<file path="src/rtl/serial_deframer_pkg.sv">
// ============================================================================
// serial_deframer_pkg
// Shared types and helpers for the serial deframer: FSM state encoding,
// default sync pattern and counter width helper.
// Revision: 1.0 - initial release
// ============================================================================
`default_nettype none

package serial_deframer_pkg;

    // Deframer top-level states
    typedef enum logic [0:0] {
        HUNT    = 1'b0,
        PAYLOAD = 1'b1
    } deframer_state_t;

    // Default sync pattern, MSB first on the wire
    localparam logic [7:0] c_sync_default = 8'b0111_0011;

    // Width of a counter that must hold the values 0..n-1 (at least one bit)
    function automatic int cnt_w(input int n);
        return (n > 1) ? $clog2(n) : 1;
    endfunction

endpackage

`default_nettype wire

</file>
<file path="src/rtl/serial_deframer_if.sv">
// ============================================================================
// serial_deframer_if
// Parallel word output of the deframer: valid/ready word port plus the
// frame status pulses. Option: SERIAL_DEFRAMER_PARITY_EN adds parity_err.
// Revision: 1.0 - initial release
// ============================================================================
`default_nettype none

interface serial_deframer_if #(
    parameter int WORD_W = 8
);

    logic [WORD_W-1:0] word_o;
    logic              word_valid;
    logic              word_ready;
    logic              frame_start;
    logic              overflow;
    logic              in_frame;
`ifdef SERIAL_DEFRAMER_PARITY_EN
    logic              parity_err;
`endif

    // Deframer side
    modport master (
`ifdef SERIAL_DEFRAMER_PARITY_EN
        output parity_err,
`endif
        output word_o, word_valid, frame_start, overflow, in_frame,
        input  word_ready
    );

    // Downstream consumer side
    modport slave (
`ifdef SERIAL_DEFRAMER_PARITY_EN
        input  parity_err,
`endif
        input  word_o, word_valid, frame_start, overflow, in_frame,
        output word_ready
    );

endinterface

`default_nettype wire

</file>
<file path="src/rtl/serial_deframer_sync_hunter.sv">
// ============================================================================
// sync_hunter
// SYNC_W-bit serial history with equality compare against the sync pattern.
// match is registered: it is high in the cycle after the edge that sampled
// the final sync bit. A match needs SYNC_W bits sampled since reset/clear,
// so a zeroed history can never complete a pattern early.
// Revision: 1.0 - initial release
// ============================================================================
`default_nettype none

module sync_hunter
    import serial_deframer_pkg::*;
#(
    parameter int              SYNC_W = 8,
    parameter logic [SYNC_W-1:0] SYNC = c_sync_default
) (
    input  logic clk,
    input  logic rst,
    input  logic sdin,
    input  logic enable,
    input  logic clear,
    output logic match
);

    localparam int                 c_cnt_w = cnt_w(SYNC_W + 1);
    localparam logic [c_cnt_w-1:0] c_full  = c_cnt_w'(SYNC_W);
    localparam logic [c_cnt_w-1:0] c_need  = c_cnt_w'(SYNC_W - 1);

    logic [SYNC_W-1:0]  r_hist;
    logic [c_cnt_w-1:0] r_seen;
    logic [SYNC_W-1:0]  w_hist_next;

    // History including the bit sampled on this edge
    assign w_hist_next = {r_hist[SYNC_W-2:0], sdin};

    // Shift history, count sampled bits (saturating) and register the compare
    always_ff @(posedge clk or negedge rst) begin
        if (!rst) begin
            r_hist <= '0;
            r_seen <= '0;
            match  <= 1'b0;
        end else if (clear) begin
            r_hist <= '0;
            r_seen <= '0;
            match  <= 1'b0;
        end else if (enable) begin
            r_hist <= w_hist_next;
            if (r_seen != c_full) begin
                r_seen <= r_seen + c_cnt_w'(1);
            end
            match <= (w_hist_next == SYNC) && (r_seen >= c_need);
        end else begin
            match <= 1'b0;
        end
    end

endmodule

`default_nettype wire

</file>
<file path="src/rtl/serial_deframer.sv">
// ============================================================================
// serial_deframer
// Hunts a serial stream for a sync pattern, then slices WORDS_PER_FRAME
// words of WORD_W bits (first bit at MSB) and offers them on a valid/ready
// port. A word completing while an unaccepted word is held is dropped and
// flagged with an overflow pulse.
// Option: SERIAL_DEFRAMER_PARITY_EN - each word is followed by an even
// parity bit; parity_err reports XOR(word, parity) for the held word.
// Revision: 1.0 - initial release
// ============================================================================
`default_nettype none

module serial_deframer
    import serial_deframer_pkg::*;
#(
    parameter int                WORD_W          = 8,
    parameter int                SYNC_W          = 8,
    parameter logic [SYNC_W-1:0] SYNC            = c_sync_default,
    parameter int                WORDS_PER_FRAME = 4
) (
    input  logic              clk,
    input  logic              rst,
    input  logic              sdin,
    serial_deframer_if.master bus
);

`ifdef SERIAL_DEFRAMER_PARITY_EN
    localparam int c_last_bit = WORD_W;
`else
    localparam int c_last_bit = WORD_W - 1;
`endif
    localparam int                   c_bit_cw    = cnt_w(c_last_bit + 1);
    localparam int                   c_word_cw   = cnt_w(WORDS_PER_FRAME);
    localparam logic [c_bit_cw-1:0]  c_bit_last  = c_bit_cw'(c_last_bit);
    localparam logic [c_word_cw-1:0] c_word_last = c_word_cw'(WORDS_PER_FRAME - 1);

    deframer_state_t      r_state;
    deframer_state_t      w_state_nxt;
    logic [c_bit_cw-1:0]  r_bit_cnt;
    logic [c_word_cw-1:0] r_word_cnt;
    logic [WORD_W-1:0]    r_word;
    logic                 r_valid;
    logic                 r_overflow;
    logic                 w_match;
    logic                 w_shift;
    logic                 w_complete;
    logic                 w_frame_done;
    logic                 w_accept;
    logic [WORD_W-1:0]    w_word_new;
    logic                 w_par_new;

    // The hunter's match cycle is the first payload cycle: the bit sampled on
    // the edge ending it is payload bit 0, so the datapath runs on match too.
    assign w_shift      = w_match || (r_state == PAYLOAD);
    assign w_complete   = w_shift && (r_bit_cnt == c_bit_last);
    assign w_frame_done = w_complete && (r_word_cnt == c_word_last);
    assign w_accept     = r_valid && bus.word_ready;

    sync_hunter #(
        .SYNC_W (SYNC_W),
        .SYNC   (SYNC)
    ) u_sync_hunter (
        .clk    (clk),
        .rst    (rst),
        .sdin   (sdin),
        .enable ((r_state == HUNT) && !w_match),
        .clear  (w_frame_done),
        .match  (w_match)
    );

`ifdef SERIAL_DEFRAMER_PARITY_EN
    logic [WORD_W-1:0] r_shift;
    logic              r_parity_err;

    assign w_word_new = r_shift;
    assign w_par_new  = ^{r_shift, sdin};

    // Data bits shift in; the parity bit on the completion edge does not
    always_ff @(posedge clk or negedge rst) begin
        if (!rst) begin
            r_shift <= '0;
        end else if (w_shift && !w_complete) begin
            r_shift <= {r_shift[WORD_W-2:0], sdin};
        end
    end

    // Parity flag is captured together with the word it describes
    always_ff @(posedge clk or negedge rst) begin
        if (!rst) begin
            r_parity_err <= 1'b0;
        end else if (w_complete && (!r_valid || bus.word_ready)) begin
            r_parity_err <= w_par_new;
        end
    end

    assign bus.parity_err = r_parity_err;
`else
    logic [WORD_W-2:0] r_shift;

    assign w_word_new = {r_shift, sdin};
    assign w_par_new  = 1'b0;

    // Keep the first WORD_W-1 bits; the completing bit joins combinationally
    always_ff @(posedge clk or negedge rst) begin
        if (!rst) begin
            r_shift <= '0;
        end else if (w_shift) begin
            r_shift <= w_word_new[WORD_W-2:0];
        end
    end
`endif

    // FSM state register
    always_ff @(posedge clk or negedge rst) begin
        if (!rst) begin
            r_state <= HUNT;
        end else begin
            r_state <= w_state_nxt;
        end
    end

    // FSM next state: enter payload on a sync, leave after the last word
    always_comb begin
        w_state_nxt = r_state;
        case (r_state)
            HUNT:    if (w_match)      w_state_nxt = PAYLOAD;
            PAYLOAD: if (w_frame_done) w_state_nxt = HUNT;
            default: w_state_nxt = HUNT;
        endcase
    end

    // Bit and word counters; both idle at zero outside a frame
    always_ff @(posedge clk or negedge rst) begin
        if (!rst) begin
            r_bit_cnt  <= '0;
            r_word_cnt <= '0;
        end else begin
            if (w_complete) begin
                r_bit_cnt <= '0;
            end else if (w_shift) begin
                r_bit_cnt <= r_bit_cnt + c_bit_cw'(1);
            end
            if (w_frame_done) begin
                r_word_cnt <= '0;
            end else if (w_complete) begin
                r_word_cnt <= r_word_cnt + c_word_cw'(1);
            end
        end
    end

    // Output handshake: load on free/accepted slot, otherwise drop and flag
    always_ff @(posedge clk or negedge rst) begin
        if (!rst) begin
            r_word     <= '0;
            r_valid    <= 1'b0;
            r_overflow <= 1'b0;
        end else if (w_complete) begin
            if (!r_valid || bus.word_ready) begin
                r_word     <= w_word_new;
                r_valid    <= 1'b1;
                r_overflow <= 1'b0;
            end else begin
                r_overflow <= 1'b1;
            end
        end else begin
            r_overflow <= 1'b0;
            if (w_accept) begin
                r_valid <= 1'b0;
            end
        end
    end

    assign bus.word_o      = r_word;
    assign bus.word_valid  = r_valid;
    assign bus.overflow    = r_overflow;
    assign bus.frame_start = w_match;
    assign bus.in_frame    = w_match || (r_state == PAYLOAD);

endmodule

`default_nettype wire

</file>
<file path="src/flat_wrapper.sv">
// flat-port wrapper written by rule: the top's interface ports become plain ports
module serial_deframer_flat import serial_deframer_pkg::*;
#(
    parameter int                WORD_W          = 8,
    parameter int                SYNC_W          = 8,
    parameter logic [SYNC_W-1:0] SYNC            = c_sync_default,
    parameter int                WORDS_PER_FRAME = 4
)
  (clk, rst, sdin, bus_word_o, bus_word_valid, bus_frame_start, bus_overflow, bus_in_frame, bus_word_ready);
  serial_deframer_if #(.WORD_W(WORD_W)) bus_i ();
  input  logic clk;
  input  logic rst;
  input  logic sdin;
  output wire logic [$bits(bus_i.word_o)-1:0] bus_word_o;
  output wire logic [$bits(bus_i.word_valid)-1:0] bus_word_valid;
  output wire logic [$bits(bus_i.frame_start)-1:0] bus_frame_start;
  output wire logic [$bits(bus_i.overflow)-1:0] bus_overflow;
  output wire logic [$bits(bus_i.in_frame)-1:0] bus_in_frame;
  input wire logic [$bits(bus_i.word_ready)-1:0] bus_word_ready;
  assign bus_word_o = bus_i.word_o;
  assign bus_word_valid = bus_i.word_valid;
  assign bus_frame_start = bus_i.frame_start;
  assign bus_overflow = bus_i.overflow;
  assign bus_in_frame = bus_i.in_frame;
  assign bus_i.word_ready = bus_word_ready;
  serial_deframer #(.WORD_W(WORD_W), .SYNC_W(SYNC_W), .SYNC(SYNC), .WORDS_PER_FRAME(WORDS_PER_FRAME)) u_core (.clk(clk), .rst(rst), .sdin(sdin), .bus(bus_i));
endmodule
</file>
<file path="config.mk">
export PLATFORM = sky130hd
export DESIGN_NAME = serial_deframer_flat
export DESIGN_NICKNAME = d
export VERILOG_FILES = /design/src/rtl/serial_deframer_pkg.sv /design/src/rtl/serial_deframer_if.sv /design/src/rtl/serial_deframer_sync_hunter.sv /design/src/rtl/serial_deframer.sv /design/src/flat_wrapper.sv
export SDC_FILE = /design/constraint.sdc
export NUM_CORES = 1
export LEC_CHECK = 0
export ABC_CLOCK_PERIOD_IN_PS = 2300
export CAP_MARGIN = 5
export CORE_UTILIZATION = 30
export CTS_CLUSTER_DIAMETER = 150
export CTS_CLUSTER_SIZE = 40
export DETAILED_ROUTE_END_ITERATION = 12
export PLACE_DENSITY = 0.6
export SYNTH_ARGS = -nofsm -noshare
export SYNTH_HDL_FRONTEND = slang
export SYNTH_HIERARCHICAL = 1
export SYNTH_SLANG_ARGS = --single-unit
</file>
<file path="constraint.sdc">
create_clock -name clk -period 2.3 [get_ports clk]
set_input_delay 0.46 -clock clk [delete_from_list [all_inputs] [get_ports clk]]
set_output_delay 0.46 -clock clk [all_outputs]
set_load 0.01 [all_outputs]
</file>
==> metrics.md <==
| Metric | Value |
|---|---|
| Max VDD drop | `0.555 mV` |
| DIE HEIGHT | `73.4 µm` |
| Status | `complete, no violations` |
| Chip width | `73.4 µm` |
| Clk buf depth | `2` |
| Mapped cell area | `1530 µm²` |
| CTS H-tree lvls | `2` |
| GP Congestion | `0.674` |
| Avg WL per Cell | `12.6 µm` |
| Final Net Count | `146` |
| Fraction of layout cells with a size suffix above 1 | `21.2%` |
| CTS Buf Count | `5` |
| Post-synth ARST share | `100%` |
| Clock sink count | `35` |
| Sum Neg Setup Slack | `0 ps` |
| Vias in the first global route | `973` |
| Compound-Gate Fraction of Synth Area | `4.66%` |
| Via density | `4.41` |
| DP Area | `1770 µm²` |
| Multiplexer share of the synthesized area | `19.1%` |
| Maxcap violations | `0` |
| Synth area leaders | `dfrtp_1 57%, mux2_4 7.8%, mux2i_1 4.6%` |
| Largest net degree at the start of global routing | `36` |
| DRT antenna net count | `0` |
| Hold Crit Depth | `1` |
| Finished Cell Area | `1860 µm²` |
| Via count of the routed design | `900` |
| Largest family of logic cells by synthesized area | `multiplexers` |
| Iteration-0 DRC Markers | `25` |
| Worst path arrival time | `1520 ps` |
| Worst hold slack | `495 ps` |
| Site Rows | `25` |
| PortBufs | `15` |
| R2R setup slack | `370 ps` |
| Reg2reg end | `u_core/u_sync_hunter/match` |
| Post-CTS Setup Inserts | `0` |
| #FFs+latches synth | `35` |
| Hold Path Origin | `u_core/r_shift[6]` |
| Synth Area in XOR/XNOR | `0.572%` |
| Max-slew headroom | `70.2%` |
| CTS tree | `done` |
| Gr ovfl total | `0` |
| P_leak | `0.852 nW` |
| Synth Area in Simple Gates | `12.3%` |
| Post-synth top area cell | `dfrtp_1` |
| Ant diodes | `0` |
| CP endpoint kind | `output port` |
| CTS resizes | `0` |
| Fin crit share | `86.1%` |
| RSZ-0062 raised after global routing | `false` |
| Max-slew violations | `0` |
| Synthesized net count | `123` |
| Die area | `5390 µm²` |
| Final hold vios | `0` |
| Post-Syn Instances | `114` |
| Final setup vio count | `0` |
| Drt drc | `0` |
| Achievable Freq | `505 MHz` |
| Worst Setup Path Type | `register to output port` |
| Area Overhead vs Synth | `21.6%` |
| Hold Path End | `u_core/r_shift[6]` |
| Initial antenna violation count | `0` |
| DP HPWL | `1800 µm` |
| CORE AREA | `4820 µm²` |
| Critical path startpoint category | `register` |
| Fin crit period | `1980 ps` |
| Most frequent cell after synthesis | `dfrtp_1` |
| First-pass GRT wire length | `4660 µm` |
| List of most frequent post-synthesis cells | `35 x dfrtp_1, 10 x nor2_1, 8 x mux2_4, 7 x mux2i_1, 7 x nand2_1` |
| Hold buffer count at cts | `0` |
| Overall routed net length | `2560 µm` |
| Clk_lat worst skew | `280 ps` |
| Yosys top cell area share | `57.2%` |
| GRT Util Overall | `11.6%` |
| Clock Root Buffer | `clkbuf_8` |
| Clock transition at path regs | `70 ps` |
| Worst-case reg-to-reg path depth | `5` |
| Met2 usage | `18.8%` |
| Post-synth EDFFs | `0` |
| Worst min path class | `register to register` |
| Most Crowded Layer GR | `met2` |
| M1 GR Usage | `14.8%` |
| Synth Warn # | `6` |
| Setup Skew | `6.42 ps` |
| Ys flop type | `dfrtp_1` |
| Measured slew at the worst slew-check pin | `447 ps` |
| Initial Util | `31.8%` |
| Crit path max fanout | `8` |
| Io pins | `16` |
| Met3 Usage GRT | `3.57%` |
| Adder-cell area share of the yosys netlist | `4.09%` |
| R2r startpoint | `u_core/r_bit_cnt[0]` |
| CP required | `1840 ps` |
| Pwr Density | `1220 nW/µm²` |
| Seq/Total Area, Yosys | `57.2%` |
| Pwr Total | `2.27 mW` |
| Drt pass-1 iters | `3` |
| Synth Area per Inst | `13.4 µm²` |
| Post-synth cell types | `30` |
## registers in the layout (all words and copies together), names as in the netlist
name / flops
u_core/bus.word_o: 8
u_core/r_shift: 7
u_core/u_sync_hunter/r_hist: 7
u_core/u_sync_hunter/r_seen: 4
u_core/r_bit_cnt: 3
u_core/r_word_cnt: 2
u_core/bus.overflow: 1
u_core/bus.word_valid: 1
u_core/r_state: 1
u_core/u_sync_hunter/match: 1
## power breakdown
group	leakage, nW	internal [mW]	total [mW]	switching, mW
Clock	0.0470	0.235	0.446	0.212
Sequential	0.428	0.879	1.07	0.189
Combinational	0.376	0.446	0.752	0.306
## cell usage in the layout, fill, tap and decap left out, types with 4 or more instances in the layout
cell type,n
buf_4,4
clkbuf_8,6
clkdlybuf4s50_1,15
dfrtp_1,35
ha_1,5
mux2_1,6
mux2_4,8
mux2i_1,7
nand2_1,7
nand2b_1,6
nor2_1,10
## area by class of cell
cell class,count,area (µm²)
Multi-Input combinational cell,73,622
Inverter,3,11.3
Fill cell,487,2960
Tap cell,67,83.8
Clock inverter,1,5.00
Timing Repair Buffer,19,180
Clock buffer,6,82.6
Sequential cell,35,876
## cells by family after synthesis
| family | after synthesis |
|---|---|
| flops | 35 |
| simple gates | 33 |
| mux | 24 |
| compound gates | 10 |
| buf+inv | 6 |
| fa+ha+maj | 5 |
| xor+xnor | 1 |
## routing by layer
layer	up-vias	wire [µm]
met2	15	1200
met1	449	1220
li1	432	-
met5	-	0
met4	0	44
met3	4	102
## worst max path at each step
stage                                    start                         end
finish                          u_core/r_state                bus_in_frame
global route        u_core/u_sync_hunter/match                bus_in_frame
floorplan                  u_core/r_bit_cnt[0]  u_core/u_sync_hunter/match
CTS                 u_core/u_sync_hunter/match                bus_in_frame
global placement           u_core/r_bit_cnt[0]  u_core/u_sync_hunter/match
detailed placement         u_core/r_bit_cnt[0]  u_core/u_sync_hunter/match
## critical path: stages, from the launching register on
cell,delay (ps)
dfrtp_1,450
nor2_4,60
inv_2,150
clkdlybuf4s50_1,570
## through the flow
stage	cells	setup WS [ps]	utilization [%]
after floorplan	114	448	-
after global placement	197	440	36.8
after detailed placement	197	383	36.8
after CTS	204	292	38.6
after global routing	204	243	38.6
final	204	320	38.6
Note: power is estimated with default switching activity, not from simulation.
